==> config.mk <==
export PLATFORM = sky130hd
export DESIGN_NAME = axi2ahb_ahb_ctrl_flat
export DESIGN_NICKNAME = d
export VERILOG_FILES = /design/src/rtl/axi2ahb_ahb_ctrl_pkg.sv /design/src/rtl/axi2ahb_ahb_ctrl_if.sv /design/src/rtl/axi2ahb_ahb_beat_cnt.sv /design/src/rtl/axi2ahb_ahb_ctrl.sv /design/src/flat_wrapper.sv
export SDC_FILE = /design/constraint.sdc
export NUM_CORES = 1
export LEC_CHECK = 0
export ABC_AREA = 1
export CORE_UTILIZATION = 30
export CTS_BUF_LIST = sky130_fd_sc_hd__clkbuf_4 sky130_fd_sc_hd__clkbuf_8
export CTS_CLUSTER_SIZE = 25
export DETAILED_ROUTE_END_ITERATION = 10
export DONT_BUFFER_PORTS = 1
export MAX_ROUTING_LAYER = met4
export PLACE_DENSITY = 0.44
export REMOVE_ABC_BUFFERS = 1
export SETUP_SLACK_MARGIN = 0.3
export SLEW_MARGIN = 40
export SYNTH_ARGS = -nofsm -noshare
export SYNTH_HDL_FRONTEND = slang
export SYNTH_SLANG_ARGS = --single-unit
==> constraint.sdc <==
create_clock -name clk -period 5.9 [get_ports clk]
set_clock_uncertainty 0.15 [all_clocks]
set_input_delay 1.18 -clock clk [delete_from_list [all_inputs] [get_ports clk]]
set_output_delay 1.18 -clock clk [all_outputs]
set_load 0.02 [all_outputs]
==> src/rtl/axi2ahb_ahb_ctrl_pkg.sv <==
// Shared AHB encodings, FSM state type and burst mapping for the AXI-to-AHB
// master control stage.
package axi2ahb_ahb_ctrl_pkg;

    localparam int unsigned LEN_BITS  = 4;
    localparam int unsigned SIZE_BITS = 2;
    localparam int unsigned CNT_BITS  = 5;

    typedef enum logic [1:0] {
        HTRANS_IDLE   = 2'b00,
        HTRANS_BUSY   = 2'b01,
        HTRANS_NONSEQ = 2'b10,
        HTRANS_SEQ    = 2'b11
    } htrans_e;

    typedef enum logic [2:0] {
        HBURST_SINGLE = 3'b000,
        HBURST_INCR   = 3'b001,
        HBURST_WRAP4  = 3'b010,
        HBURST_INCR4  = 3'b011,
        HBURST_WRAP8  = 3'b100,
        HBURST_INCR8  = 3'b101,
        HBURST_WRAP16 = 3'b110,
        HBURST_INCR16 = 3'b111
    } hburst_e;

    typedef enum logic [1:0] {
        HRESP_OKAY  = 2'b00,
        HRESP_ERROR = 2'b01,
        HRESP_RETRY = 2'b10,
        HRESP_SPLIT = 2'b11
    } hresp_e;

    typedef enum logic [1:0] {
        ST_IDLE = 2'b00,
        ST_BUS  = 2'b01,
        ST_FIN  = 2'b10
    } state_e;

    // Burst attributes held stable for the whole AHB burst
    typedef struct packed {
        hburst_e    burst;
        logic [2:0] size;
        logic       write;
    } ahb_ctrl_t;

    // Only lengths 0/3/7/15 reach the bus; anything else is rejected upstream
    function automatic hburst_e burst_of(input logic [LEN_BITS-1:0] len);
        hburst_e b;
        case (len)
            4'd0:    b = HBURST_SINGLE;
            4'd3:    b = HBURST_INCR4;
            4'd7:    b = HBURST_INCR8;
            4'd15:   b = HBURST_INCR16;
            default: b = HBURST_INCR;
        endcase
        return b;
    endfunction

endpackage

==> src/rtl/axi2ahb_ahb_ctrl_if.sv <==
// Command-queue head, AHB master and data-path completion signals of the
// AHB control stage.
interface axi2ahb_ahb_ctrl_if #(
    parameter int unsigned ADDR_BITS = 32
);
    logic                 cmd_empty;
    logic                 cmd_read;
    logic [ADDR_BITS-1:0] cmd_addr;
    logic [3:0]           cmd_len;
    logic [1:0]           cmd_size;
    logic                 cmd_err;
    logic                 wdata_rdy;
    logic                 rdata_room;

    logic [ADDR_BITS-1:0] HADDR;
    logic [2:0]           HBURST;
    logic [2:0]           HSIZE;
    logic [1:0]           HTRANS;
    logic                 HWRITE;
    logic                 HREADY;
    logic [1:0]           HRESP;

    logic                 data_beat;
    logic                 data_last;
    logic                 ahb_finish;
    logic                 finish_err;

    modport master (
        input  cmd_empty, cmd_read, cmd_addr, cmd_len, cmd_size, cmd_err,
        input  wdata_rdy, rdata_room,
        output HADDR, HBURST, HSIZE, HTRANS, HWRITE,
        input  HREADY, HRESP,
        output data_beat, data_last, ahb_finish, finish_err
    );

    modport slave (
        output cmd_empty, cmd_read, cmd_addr, cmd_len, cmd_size, cmd_err,
        output wdata_rdy, rdata_room,
        input  HADDR, HBURST, HSIZE, HTRANS, HWRITE,
        output HREADY, HRESP,
        input  data_beat, data_last, ahb_finish, finish_err
    );
endinterface

==> src/rtl/axi2ahb_ahb_beat_cnt.sv <==
// Address/data beat counters and address incrementer for one AHB burst.
// addr is the address of the beat currently presented on the bus.
module axi2ahb_ahb_beat_cnt
    import axi2ahb_ahb_ctrl_pkg::*;
#(
    parameter int unsigned ADDR_BITS = 32
) (
    input  logic                 clk,
    input  logic                 reset,
    input  logic                 load,
    input  logic [ADDR_BITS-1:0] start_addr,
    input  logic [LEN_BITS-1:0]  len,
    input  logic [SIZE_BITS-1:0] size,
    input  logic                 addr_acc,
    input  logic                 data_done,
    output logic [ADDR_BITS-1:0] addr,
    output logic                 more_addr_c,
    output logic                 dphase_c,
    output logic                 last_data_c
);

    logic [ADDR_BITS-1:0] addr_q;
    logic [CNT_BITS-1:0]  acnt_q;
    logic [CNT_BITS-1:0]  dcnt_q;
    logic [LEN_BITS-1:0]  len_q;
    logic [SIZE_BITS-1:0] size_q;
    logic [ADDR_BITS-1:0] incr_c;

    assign incr_c = ADDR_BITS'(1) << size_q;

    always_ff @(posedge clk or posedge reset) begin
        if (reset) begin
            addr_q <= '0;
            acnt_q <= '0;
            dcnt_q <= '0;
            len_q  <= '0;
            size_q <= '0;
        end else if (load) begin
            addr_q <= start_addr;
            acnt_q <= '0;
            dcnt_q <= '0;
            len_q  <= len;
            size_q <= size;
        end else begin
            if (addr_acc) begin
                addr_q <= addr_q + incr_c;
                acnt_q <= acnt_q + CNT_BITS'(1);
            end
            if (data_done) begin
                dcnt_q <= dcnt_q + CNT_BITS'(1);
            end
        end
    end

    // Beats accepted but not yet completed are in their data phase
    assign addr        = addr_q;
    assign more_addr_c = acnt_q < CNT_BITS'(len_q);
    assign dphase_c    = acnt_q != dcnt_q;
    assign last_data_c = dcnt_q == CNT_BITS'(len_q);

endmodule

==> src/rtl/axi2ahb_ahb_ctrl.sv <==
// AHB master control stage: turns the command-queue head into an AHB burst,
// reports data-phase completion and pops the queue when done.
module axi2ahb_ahb_ctrl
    import axi2ahb_ahb_ctrl_pkg::*;
#(
    parameter int unsigned ADDR_BITS = 32
) (
    input  logic              clk,
    input  logic              reset,
    axi2ahb_ahb_ctrl_if.master bus
);

    state_e    state_q, state_d;
    htrans_e   htrans_q, htrans_d;
    ahb_ctrl_t ctrl_q, ctrl_d;
    logic      beat_q, beat_d;
    logic      last_q, last_d;
    logic      fin_q, fin_d;
    logic      ferr_q, ferr_d;
    logic      err_q, err_d;

    logic      load_c;
    logic      addr_acc_c;
    logic      data_done_c;
    logic      cmd_go_c;
    logic      hresp_err_c;
    logic      more_addr_c;
    logic      dphase_c;
    logic      last_data_c;
    logic [ADDR_BITS-1:0] addr;

    axi2ahb_ahb_beat_cnt #(
        .ADDR_BITS (ADDR_BITS)
    ) u_beat_cnt (
        .clk         (clk),
        .reset       (reset),
        .load        (load_c),
        .start_addr  (bus.cmd_addr),
        .len         (bus.cmd_len),
        .size        (bus.cmd_size),
        .addr_acc    (addr_acc_c),
        .data_done   (data_done_c),
        .addr        (addr),
        .more_addr_c (more_addr_c),
        .dphase_c    (dphase_c),
        .last_data_c (last_data_c)
    );

    // The whole burst must be buffered before the first address phase, so BUSY is never needed
    assign cmd_go_c    = !bus.cmd_empty && !bus.cmd_err &&
                         (bus.cmd_read ? bus.rdata_room : bus.wdata_rdy);
    assign hresp_err_c = bus.HRESP == HRESP_ERROR;

    always_ff @(posedge clk or posedge reset) begin
        if (reset) begin
            state_q  <= ST_IDLE;
            htrans_q <= HTRANS_IDLE;
            ctrl_q   <= '0;
            beat_q   <= 1'b0;
            last_q   <= 1'b0;
            fin_q    <= 1'b0;
            ferr_q   <= 1'b0;
            err_q    <= 1'b0;
        end else begin
            state_q  <= state_d;
            htrans_q <= htrans_d;
            ctrl_q   <= ctrl_d;
            beat_q   <= beat_d;
            last_q   <= last_d;
            fin_q    <= fin_d;
            ferr_q   <= ferr_d;
            err_q    <= err_d;
        end
    end

    always_comb begin
        state_d     = state_q;
        htrans_d    = htrans_q;
        ctrl_d      = ctrl_q;
        beat_d      = 1'b0;
        last_d      = 1'b0;
        fin_d       = 1'b0;
        ferr_d      = 1'b0;
        err_d       = err_q;
        load_c      = 1'b0;
        addr_acc_c  = 1'b0;
        data_done_c = 1'b0;

        case (state_q)
            ST_IDLE: begin
                htrans_d = HTRANS_IDLE;
                if (!bus.cmd_empty && bus.cmd_err) begin
                    state_d = ST_FIN;
                    fin_d   = 1'b1;
                    ferr_d  = 1'b1;
                end else if (cmd_go_c) begin
                    state_d      = ST_BUS;
                    load_c       = 1'b1;
                    htrans_d     = HTRANS_NONSEQ;
                    ctrl_d.burst = burst_of(bus.cmd_len);
                    ctrl_d.size  = {1'b0, bus.cmd_size};
                    ctrl_d.write = !bus.cmd_read;
                end
            end

            ST_BUS: begin
                if (bus.HREADY) begin
                    if (dphase_c && (err_q || hresp_err_c)) begin
                        // Second ERROR cycle: abandon the burst without a data beat
                        state_d  = ST_FIN;
                        htrans_d = HTRANS_IDLE;
                        fin_d    = 1'b1;
                        ferr_d   = 1'b1;
                    end else begin
                        if (htrans_q == HTRANS_NONSEQ || htrans_q == HTRANS_SEQ) begin
                            addr_acc_c = 1'b1;
                            htrans_d   = more_addr_c ? HTRANS_SEQ : HTRANS_IDLE;
                        end
                        if (dphase_c) begin
                            data_done_c = 1'b1;
                            beat_d      = 1'b1;
                            if (last_data_c) begin
                                last_d  = 1'b1;
                                state_d = ST_FIN;
                                fin_d   = 1'b1;
                            end
                        end
                    end
                end else if (dphase_c && hresp_err_c) begin
                    // First ERROR cycle: cancel the pending address phase
                    err_d    = 1'b1;
                    htrans_d = HTRANS_IDLE;
                end
            end

            ST_FIN: begin
                state_d = ST_IDLE;
                err_d   = 1'b0;
            end

            default: begin
                state_d  = ST_IDLE;
                htrans_d = HTRANS_IDLE;
            end
        endcase
    end

    assign bus.HADDR      = addr;
    assign bus.HTRANS     = htrans_q;
    assign bus.HBURST     = ctrl_q.burst;
    assign bus.HSIZE      = ctrl_q.size;
    assign bus.HWRITE     = ctrl_q.write;
    assign bus.data_beat  = beat_q;
    assign bus.data_last  = last_q;
    assign bus.ahb_finish = fin_q;
    assign bus.finish_err = ferr_q;

endmodule

==> src/flat_wrapper.sv <==
// flat-port wrapper written by rule: the top's interface ports become plain ports
module axi2ahb_ahb_ctrl_flat import axi2ahb_ahb_ctrl_pkg::*;
#(
    parameter int unsigned ADDR_BITS = 32
)
  (clk, reset, bus_cmd_empty, bus_cmd_read, bus_cmd_addr, bus_cmd_len, bus_cmd_size, bus_cmd_err, bus_wdata_rdy, bus_rdata_room, bus_HADDR, bus_HBURST, bus_HSIZE, bus_HTRANS, bus_HWRITE, bus_HREADY, bus_HRESP, bus_data_beat, bus_data_last, bus_ahb_finish, bus_finish_err);
  axi2ahb_ahb_ctrl_if #(.ADDR_BITS(ADDR_BITS)) bus_i ();
  input  logic clk;
  input  logic reset;
  input wire logic [$bits(bus_i.cmd_empty)-1:0] bus_cmd_empty;
  input wire logic [$bits(bus_i.cmd_read)-1:0] bus_cmd_read;
  input wire logic [$bits(bus_i.cmd_addr)-1:0] bus_cmd_addr;
  input wire logic [$bits(bus_i.cmd_len)-1:0] bus_cmd_len;
  input wire logic [$bits(bus_i.cmd_size)-1:0] bus_cmd_size;
  input wire logic [$bits(bus_i.cmd_err)-1:0] bus_cmd_err;
  input wire logic [$bits(bus_i.wdata_rdy)-1:0] bus_wdata_rdy;
  input wire logic [$bits(bus_i.rdata_room)-1:0] bus_rdata_room;
  output wire logic [$bits(bus_i.HADDR)-1:0] bus_HADDR;
  output wire logic [$bits(bus_i.HBURST)-1:0] bus_HBURST;
  output wire logic [$bits(bus_i.HSIZE)-1:0] bus_HSIZE;
  output wire logic [$bits(bus_i.HTRANS)-1:0] bus_HTRANS;
  output wire logic [$bits(bus_i.HWRITE)-1:0] bus_HWRITE;
  input wire logic [$bits(bus_i.HREADY)-1:0] bus_HREADY;
  input wire logic [$bits(bus_i.HRESP)-1:0] bus_HRESP;
  output wire logic [$bits(bus_i.data_beat)-1:0] bus_data_beat;
  output wire logic [$bits(bus_i.data_last)-1:0] bus_data_last;
  output wire logic [$bits(bus_i.ahb_finish)-1:0] bus_ahb_finish;
  output wire logic [$bits(bus_i.finish_err)-1:0] bus_finish_err;
  assign bus_i.cmd_empty = bus_cmd_empty;
  assign bus_i.cmd_read = bus_cmd_read;
  assign bus_i.cmd_addr = bus_cmd_addr;
  assign bus_i.cmd_len = bus_cmd_len;
  assign bus_i.cmd_size = bus_cmd_size;
  assign bus_i.cmd_err = bus_cmd_err;
  assign bus_i.wdata_rdy = bus_wdata_rdy;
  assign bus_i.rdata_room = bus_rdata_room;
  assign bus_HADDR = bus_i.HADDR;
  assign bus_HBURST = bus_i.HBURST;
  assign bus_HSIZE = bus_i.HSIZE;
  assign bus_HTRANS = bus_i.HTRANS;
  assign bus_HWRITE = bus_i.HWRITE;
  assign bus_i.HREADY = bus_HREADY;
  assign bus_i.HRESP = bus_HRESP;
  assign bus_data_beat = bus_i.data_beat;
  assign bus_data_last = bus_i.data_last;
  assign bus_ahb_finish = bus_i.ahb_finish;
  assign bus_finish_err = bus_i.finish_err;
  axi2ahb_ahb_ctrl #(.ADDR_BITS(ADDR_BITS)) u_core (.clk(clk), .reset(reset), .bus(bus_i));
endmodule
## After elaboration in Yosys (flattened, before gate mapping)

Index checks and enable logic that the tools add are counted.

- Flip-flop bits (word level): 63
- Output and inout port bits: 45
- Word-level logic and storage cells: 108

- Add/subtract/negate cells: 3
- Magnitude comparators: 1
- Equality and inequality tests: 18
- Shifts and indexed selects: 1
- Mux-type cells: 49
- Bitwise operators: 2
- Reductions and logical operators: 19

Operators with widths:

| operator | number |
|---|---|
| 2-to-1 mux 32 bit | 2 |
| adder 32 bit | 1 |
| left shift 1 x 2 -> 32 bit (first input constant) | 1 |
| 2-to-1 mux 2 bit | 13 |
| 2-to-1 mux 1 bit | 24 |
| 2-to-1 mux 5 bit | 4 |
| case mux 3 bit (4 select lines) | 1 |
| adder 5 x 1 -> 5 bit (second input constant) | 2 |
| != test 3 x 1 -> 1 bit (second input constant) | 3 |
| AND reduction 3 bit | 3 |
| == test 2 bit (second input constant) | 3 |
| case mux 1 bit (2 select lines) | 3 |
| case mux 2 bit (3 select lines) | 1 |
| nonzero test 2 bit | 3 |
| == test 5 x 4 -> 1 bit | 1 |
| logical AND 1 bit | 5 |
| less-than comparator 5 x 4 -> 1 bit | 1 |
| != test 5 bit | 1 |
| == test 2 x 1 -> 1 bit (second input constant) | 2 |
| == test 4 x 2 -> 1 bit (second input constant) | 1 |
| == test 4 x 3 -> 1 bit (second input constant) | 1 |
| == test 4 bit (second input constant) | 1 |
| logical NOT 4 bit | 1 |
| != test 2 bit (second input constant) | 2 |
| 9 further kinds | 13 |

## Depth between registers and ports, before layout

Gate-level depths: netlist of the first run.

- Word-level depth: 8
- Depth in mapped cells: 14
- Depth with buffers taken out: 14

## Modules after synthesis

A second synthesis of the first run with hierarchy kept.

- Cell total of the unflattened synthesis: 557
- Area total of the unflattened synthesis: 4020.1 um^2

By module, submodules not included:

| module | times used | cells each | area an instance (um^2) |
|---|---|---|---|
| axi2ahb_ahb_beat_cnt | 1 | 464 | 3283.1 |
| axi2ahb_ahb_ctrl | 1 | 93 | 737.0 |

## Worst setup path before layout of the first run

Ideal clock, no wire load.

- Kind: input to register
- Start point: in bus_wdata_rdy
- End point: reg u_core.u_beat_cnt.addr_q[23] (netlist: u_core.u_beat_cnt.addr[23])
- Arrival: 2.266 ns
- Required time: 5.633 ns
- Setup slack: 3.367 ns
- Cell stages on the path: 8
- Path buffers: 2
- Cell sequence: inv_1 o21ai_0 nand3_1 buf_2 buf_2 or2_2 nand3_1 nand2_1

- Word-level cells in the longest chain between the ends: 6
- Elaborated cells on any way between the ends: 7

RTL lines:

| item | RTL line | RTL |
|---|---|---|
| from (decl) | flat_wrapper.sv:16 | `input wire logic [$bits(bus_i.wdata_rdy)-1:0] bus_wdata_rdy;` |
| 2-to-1 mux 1 bit * | axi2ahb_ahb_ctrl.sv:51 | `(bus.cmd_read ? bus.rdata_room : bus.wdata_rdy);` |
| logical AND 1 bit * | axi2ahb_ahb_ctrl.sv:50 | `assign cmd_go_c = !bus.cmd_empty && !bus.cmd_err &&` |
| 2-to-1 mux 1 bit * | axi2ahb_ahb_ctrl.sv:96 | `end else if (cmd_go_c) begin` |
| 2-to-1 mux 1 bit * | axi2ahb_ahb_ctrl.sv:92 | `if (!bus.cmd_empty && bus.cmd_err) begin` |
| 2-to-1 mux 1 bit * | axi2ahb_ahb_ctrl.sv:89 | `case (state_q)` |
| 2-to-1 mux 32 bit / nonzero test 2 bit (equally long branches) | n/a |  |
| to (signal assigned) | axi2ahb_ahb_beat_cnt.sv:39 | `addr_q <= start_addr;` |
| to (signal assigned) | axi2ahb_ahb_beat_cnt.sv:46 | `addr_q <= addr_q + incr_c;` |
| to (decl) | axi2ahb_ahb_beat_cnt.sv:22 | `logic [ADDR_BITS-1:0] addr_q;` |

Every way passes the cells marked *; elsewhere a longest branch is shown, timed or not.
A chain may end at the register's enable or synchronous reset.

## Worst setup path after layout of the first run

- Start point: in bus_wdata_rdy
- End point: reg u_core.u_beat_cnt.addr_q[9] (netlist: u_core.u_beat_cnt.addr[9])

The elaborated chain is that of the path after synthesis.

==> results of run 1 <==
-- cells by family (layout without fill, tap and decap cells) --
family / after synthesis / count (layout) / synth area share [%]
xor+xnor: 11 / 11 / 2.26
other cells: 1 / 2 / 0.0879
flops: 63 / 63 / 37.0
simple gates: 441 / 441 / 43.3
compound gates: 48 / 48 / 5.84
fa+ha+maj: 10 / 10 / 3.11
buf+inv: 79 / 78 / 8.42
-- cells in the final DEF, fill, tap and decap left out, types with 2 or more instances in the layout --
cell type  count
o22ai_1        3
ha_1           9
nand3_1       62
a21oi_1        6
nand3b_1       7
inv_1         56
nand2_1      283
nand4_1        3
clkbuf_4       4
xor2_1        10
clkbuf_8      10
o21ai_1        3
or2_2         13
inv_2          4
nor2_1        66
nand3_2        2
a31oi_1        2
o21ai_0       33
dfrtp_1       63
-- sequential cells by signal, indices dropped and copies added (netlist names) --
| register | count |
|---|---|
| u_core.u_beat_cnt.addr | 32 |
| u_core.u_beat_cnt.acnt_q | 5 |
| u_core.u_beat_cnt.dcnt_q | 5 |
| u_core.u_beat_cnt.len_q | 4 |
| u_core.bus.HBURST | 3 |
| u_core.bus.HSIZE | 2 |
| u_core.bus.HTRANS | 2 |
| u_core.state_q | 2 |
| u_core.u_beat_cnt.size_q | 2 |
| u_core.bus.HWRITE | 1 |
| u_core.bus.ahb_finish | 1 |
| u_core.bus.data_beat | 1 |
| u_core.bus.data_last | 1 |
| u_core.bus.finish_err | 1 |
| u_core.err_q | 1 |
-- worst paths after layout --
path | endpoint | cells past startpoint
worst max register to register | u_core.u_beat_cnt.addr[22] | 11
min in group asynchronous | u_core.bus.HTRANS[1] | 2
max in group asynchronous | u_core.bus.ahb_finish | 2
worst min-delay path | u_core.err_q | 2
worst min register to register | u_core.err_q | 2
worst max-delay path | u_core.u_beat_cnt.addr[9] | 8
-- through the flow --
| stage | utilization (%) | worst slack, ps | std cells |
|---|---|---|---|
| after global routing | 32.9 | 2770 | 833 |
| after floorplan | - | 2190 | 635 |
| after CTS | 32.8 | 2940 | 832 |
| final | 32.9 | 2990 | 833 |
| after global placement | 31.6 | 2570 | 817 |
| after detailed placement | 31.6 | 2540 | 817 |
-- layer usage --
metal  wire, um  share of wire [%]  vias up
met4        227                1.8        0
li1           -                  -     2043
met3        898                7.2       15
met2       5720                 46       93
met1       5670                 45     1845
met5          0                  0        -
-- power groups by stage --
stage               logic, mW  registers [mW]  clock network (mW)
floorplan               0.584           0.904                   0
global placement        0.705           0.989                   0
detailed placement      0.720           0.991                   0
CTS                     0.725           0.984               0.374
global route            0.852            1.02               0.391
finish                  0.718           0.982               0.364
-- worst reg2reg max path: stages, from the launching register on --
cell and delay (ps):
dfrtp_1 500, ha_1 280, fa_1 210, nand2_1 80, nand2_1 90, nand3_1 200, nor2_1 480, nand3_1 140
nand3_1 120, nand2_1 60, nand2_1 50, nand2_1 60
-- layout make-up --
class	count	area, sq um
Antenna cell	1	2.50
Clock buffer	14	168
Clock inverter	1	5.00
Fill cell	1541	9320
Inverter	61	231
Multi-Input combinational cell	511	2330
Sequential cell	63	1580
Tap cell	180	225
Timing Repair Buffer	2	18.8
==> results.toml, run 1 <==
[floorplanning]
coreArea_sq_mm = 0.0139
die-width_um = 121
dieArea_sq_mm = 0.0147
io_pins = 93
row_count = 43
die_h_um = 121
start_util_pct = 30.7

[pwr]
switchingPower_mw = 1.01
p_comb_share_pct = 34.8
power.leakage_nw = 2.26
pwr-share-seq_pct = 47.6
pwr-share-clk_pct = 17.6
total_power_mw = 2.06
ir_drop_v = 0.000133
p_int_mw = 1.06
p_per_area_mw_per_mm2 = 453
p_sw_share_pct = 48.9

[setup_path]
worstPathCellList = "inv_1 -> o21ai_0 -> nand3_2 -> inv_2 -> nand2_1 -> nand2_1 -> o21ai_0 -> nand2_1"
critPathBufInv = 2
worstSetupEndpointType = "register"
critPathLaunch = "bus_wdata_rdy"
r2r_start = "u_core.u_beat_cnt.addr[0]"
arrival_ps = 3070
startpoint_type = "input port"
crit_fanout = 42
reg2reg_slack_ps = 3370
worstSetupPathType = "input port to register"
critPathRequiredTime_ps = 6060
crit_path_frequent_cell = "nand2_1"
slowest_stage = "inv_2"
max_stage_delay_ps = 820
cp_top_family = "buffers and inverters"

[drt]
detail-route-antenna-nets = 0
drt_iter0_drc = 221
viasPerCell = 4.80
wire_per_inst_um = 15.0
drc = 0
dr.pass1.iters = 5
via_count = 3996
drt_wl_total_um = 12500

[synthesis]
synth_top_area_share_pct = 37.0
syn_avg_cell_area_sq_um = 6.53
synth_warnings = 0
seq_area_frac_synth_pct = 37.0
ys_async_sr_fraction_pct = 100
synth.area.top_cells = "dfrtp_1 (37%), nand2_1 (25%), nand3_1 (7.4%)"
synthesis.area_sq_mm = 0.00427
synth_top_area_cell = "dfrtp_1"
ys_ff_latch = 63
synthCells = 653
ys.flop_type = "dfrtp_1"
synth_cell_type_count = 31
yosysMostFrequentCell = "nand2_1"
yosys-top-cells-count = "nand2_1 (283), nor2_1 (66), dfrtp_1 (63), nand3_1 (63), inv_1 (57)"
synth-edff-count = 0

[cts]
ctsResizeCount = 0
cts_setup_buffers = 0
clock_latency_ps = 370
clockBufferDepth = 2
clk_pin_slew_ps = 80
clkSinkCount = 63
cts-root-buf = "clkbuf_8"
cts_made_buffers = 9
cts_tree = "built"
cts_hold_buf = 0
h-tree-depth = 3

[timing]
finalCritPeriodShare_pct = 49.3
whs_ps = 390
setup_viol = 0
worst_pin_slew_ps = 801
finalHoldViolCount = 0
clock.fmax_ghz = 0.344
finalCriticalPeriod_ps = 2910
finalSetupTns_ps = 0
relSlewSlack_pct = 46.5
slew_viol_final = 0
rsz0062_at_grt = "false"

[placement]
hpwl_um = 8830
io_buffers = 0
placed_cell_area_sq_mm = 0.00439
gp_congestion = 0.831

[run_status]
outcome = "complete, no violations"

[global_route]
grt_overflow_total = 0
top_usage_layer = "met2"
grt_util_met1_pct = 22.4
grt_usage_pct = 18.7
antenna_found_initial = 1
grt_max_degree = 64
grt_pass1_wl_um = 20300
met2_usage_pct = 29.7
grt_pass1_vias = 3891
grt_use_met3_pct = 5.36

[flow_run]
max_cap_viol_count = 0

[worst_hold_path]
hp-start = "u_core.err_q"
hold_path.class = "register to register"

[layout]
fin_nets = 706
drive_gt1_share_pct = 6.13
syn_to_final_growth_pct = 6.95
design_area_sq_mm = 0.00456
No activity file was read; power rests on OpenSTA's default activity.
==> inputs of run 2 (changes only) <==
Settings changed: PLACE_DENSITY 0.44 to 0.45.
Clock period 5.9 ns to 2.5 ns, I/O delays scaled along.
==> run 2 against run 1 <==
Against the previous run: routed wire length increased by 2.1%; non-clock buffer count increased by 27; flip-flop and latch count unchanged; via count increased by 3.4%; design area increased by 9.0%; global-route usage increased by 0.14 points; register-to-register slack got worse by 3000 ps; clock power increased by 130%; power increased to 2.5 times the previous value; first-iteration DRC count increased by 19%; critical path type is now register to register.
==> results.toml, run 2 (synthesis results as in run 1) <==
[placement]
place_inst = 834
placed_cell_area_sq_mm = 0.00454
post-place-ws_ps = 110
gp_congestion = 0.839
io_buffers = 0
hpwl_um = 9450

[setup_path]
critPathLaunch = "u_core.u_beat_cnt.size_q[1]"
startpoint_type = "register"
worstSetupEndpointType = "register"
critPathRequiredTime_ps = 2620
crit_fanout = 4
arrival_ps = 2300
cp_top_family = "simple AND/OR/NAND/NOR gates"
worstPathCellList = "buf_6 -> nor2_4 -> ha_4 -> fa_2 -> nand2_2 -> nand2_4 -> nand3_4 -> nor2_2 -> or2_2 -> nand3_2 -> nand2_1 -> nand2_1 -> nand2_1"
critPathBufInv = 1
reg2reg_slack_ps = 320
crit_path_frequent_cell = "nand2_1"
worstSetupPathType = "register to register"
slowest_stage = "dfrtp_2"
max_stage_delay_ps = 420
r2r_start = "u_core.u_beat_cnt.size_q[1]"

[layout]
largest_register_ffs = 32
design_area_sq_mm = 0.00497
drive_gt1_share_pct = 14.3
final_common_cell = "nand2_1"
fin_nets = 733
syn_to_final_growth_pct = 16.5
nFillCells = 1510
instances_no_fill = 858
mostFrequentLayoutCells = "nand2_1 (273), dfrtp_1 (60), nor2_1 (59), nand3_1 (57), inv_1 (52)"
diodes = 0

[pwr]
ir_drop_v = 0.000356
pwr-share-clk_pct = 16.3
p_per_area_mw_per_mm2 = 1050
power.leakage_nw = 2.41
p_comb_share_pct = 40.4
pwr-share-seq_pct = 43.3
switchingPower_mw = 2.52
p_int_mw = 2.69
p_sw_share_pct = 48.4

[cts]
clkSinkCount = 63
clockBufferDepth = 2
cts_made_buffers = 9
cts_tree = "built"
h-tree-depth = 3
clock_latency_ps = 370
cts-root-buf = "clkbuf_8"
clk_pin_slew_ps = 80

[drt]
drt_iter0_drc = 264
detail-route-antenna-nets = 0
viasPerCell = 4.82
wire_per_inst_um = 14.9
drc = 0
drt_wl_total_um = 12800
via_count = 4133
dr.pass1.iters = 4

[floorplanning]
row_count = 43
dieArea_sq_mm = 0.0147
io_pins = 93
die-width_um = 121
coreArea_sq_mm = 0.0139
start_util_pct = 30.7
die_h_um = 121

[timing]
relSlewSlack_pct = 65.8
whs_ps = 93.4
slew_viol_final = 0
fin_ws_ps = 323
worst_pin_slew_ps = 512
finalCritPeriodShare_pct = 87.1
finalCriticalPeriod_ps = 2180
clock.fmax_ghz = 0.459
rsz0062_at_grt = "true"
setup_viol = 0
finalHoldViolCount = 0

[global_route]
grt_pass1_wl_um = 20400
grt_pass1_vias = 3918
grt_max_degree = 26
grt_overflow_total = 0
antenna_found_initial = 0
grt_usage_pct = 18.9

[worst_hold_path]
hold_path.class = "input port to register"
hp-start = "bus_cmd_len[0]"

[flow_run]
max_cap_viol_count = 0

[run_status]
outcome = "complete, no violations"
run 2: cell count changes in the layout (fill, tap and decap cells not counted), moves of 5 or more:
| cell | before | now |
|---|---|---|
| nor2_1 | 66 | 59 |
| nand2_1 | 283 | 273 |
| nand2_2 | 0 | 5 |
| nand2_4 | 1 | 6 |
| nand3_1 | 62 | 57 |
| buf_4 | 1 | 23 |
| nor2_4 | 0 | 5 |
run 2: path summary, 6_finish.rpt:
kind	end	cells past startpoint
max	u_core.u_beat_cnt.addr[10]	13
min reg2reg	u_core.err_q	2
min in group asynchronous	u_core.bus.HSIZE[1]	2
min	u_core.u_beat_cnt.len_q[0]	2
max reg2reg	u_core.u_beat_cnt.addr[10]	13
max in group asynchronous	u_core.u_beat_cnt.addr[25]	3
run 2: metal layers:
metal | vias up | wire (um) | track usage, %
met4 | 0 | 199 | 7.33
met3 | 12 | 661 | 3.90
met1 | 1944 | 5840 | 24.2
met5 | - | 0 | -
li1 | 2086 | - | -
met2 | 91 | 6070 | 29.2
run 2: through the flow:
stage               util, %  total power, mW  setup TNS [ps]
global placement       32.7             4.10               0
CTS                    34.2             5.03               0
floorplan                 -             3.51          -20800
detailed placement     32.7             4.14               0
global route           35.8             5.69               0
finish                 35.8             5.21               0
run 2: timing repair:
| action | 4_1_cts | 5_1_grt |
|---|---|---|
| resized for setup | 6 | 45 |
| buffers inserted | 1 | 8 |
| endpoints found under the hold margin | 19 | 0 |
| cloned | 0 | 0 |
| pin swaps | 1 | 17 |
| setup endpoints to repair | 17 | 27 |
| hold buffers | 1 | 0 |
run 2: final cells by class:
type | count | area [sq um] | share of cell area (%)
flip-flops and latches | 63 | 1580 | 31.8
well taps | 180 | 225 | 4.53
inverters | 61 | 231 | 4.66
clock inverters | 1 | 5.00 | 0.101
multi-input cells | 511 | 2500 | 50.2
clock buffers | 13 | 166 | 3.35
repair buffers | 29 | 265 | 5.34
run 2: power by group through the flow:
stage	Clock, mW	Sequential (mW)	Combinational, mW
2_1_floorplan	0	2.13	1.38
3_5_place_dp	0	2.25	1.89
4_1_cts	0.879	2.23	1.92
5_1_grt	0.919	2.33	2.44
3_3_place_gp	0	2.24	1.86
6_report	0.850	2.25	2.11
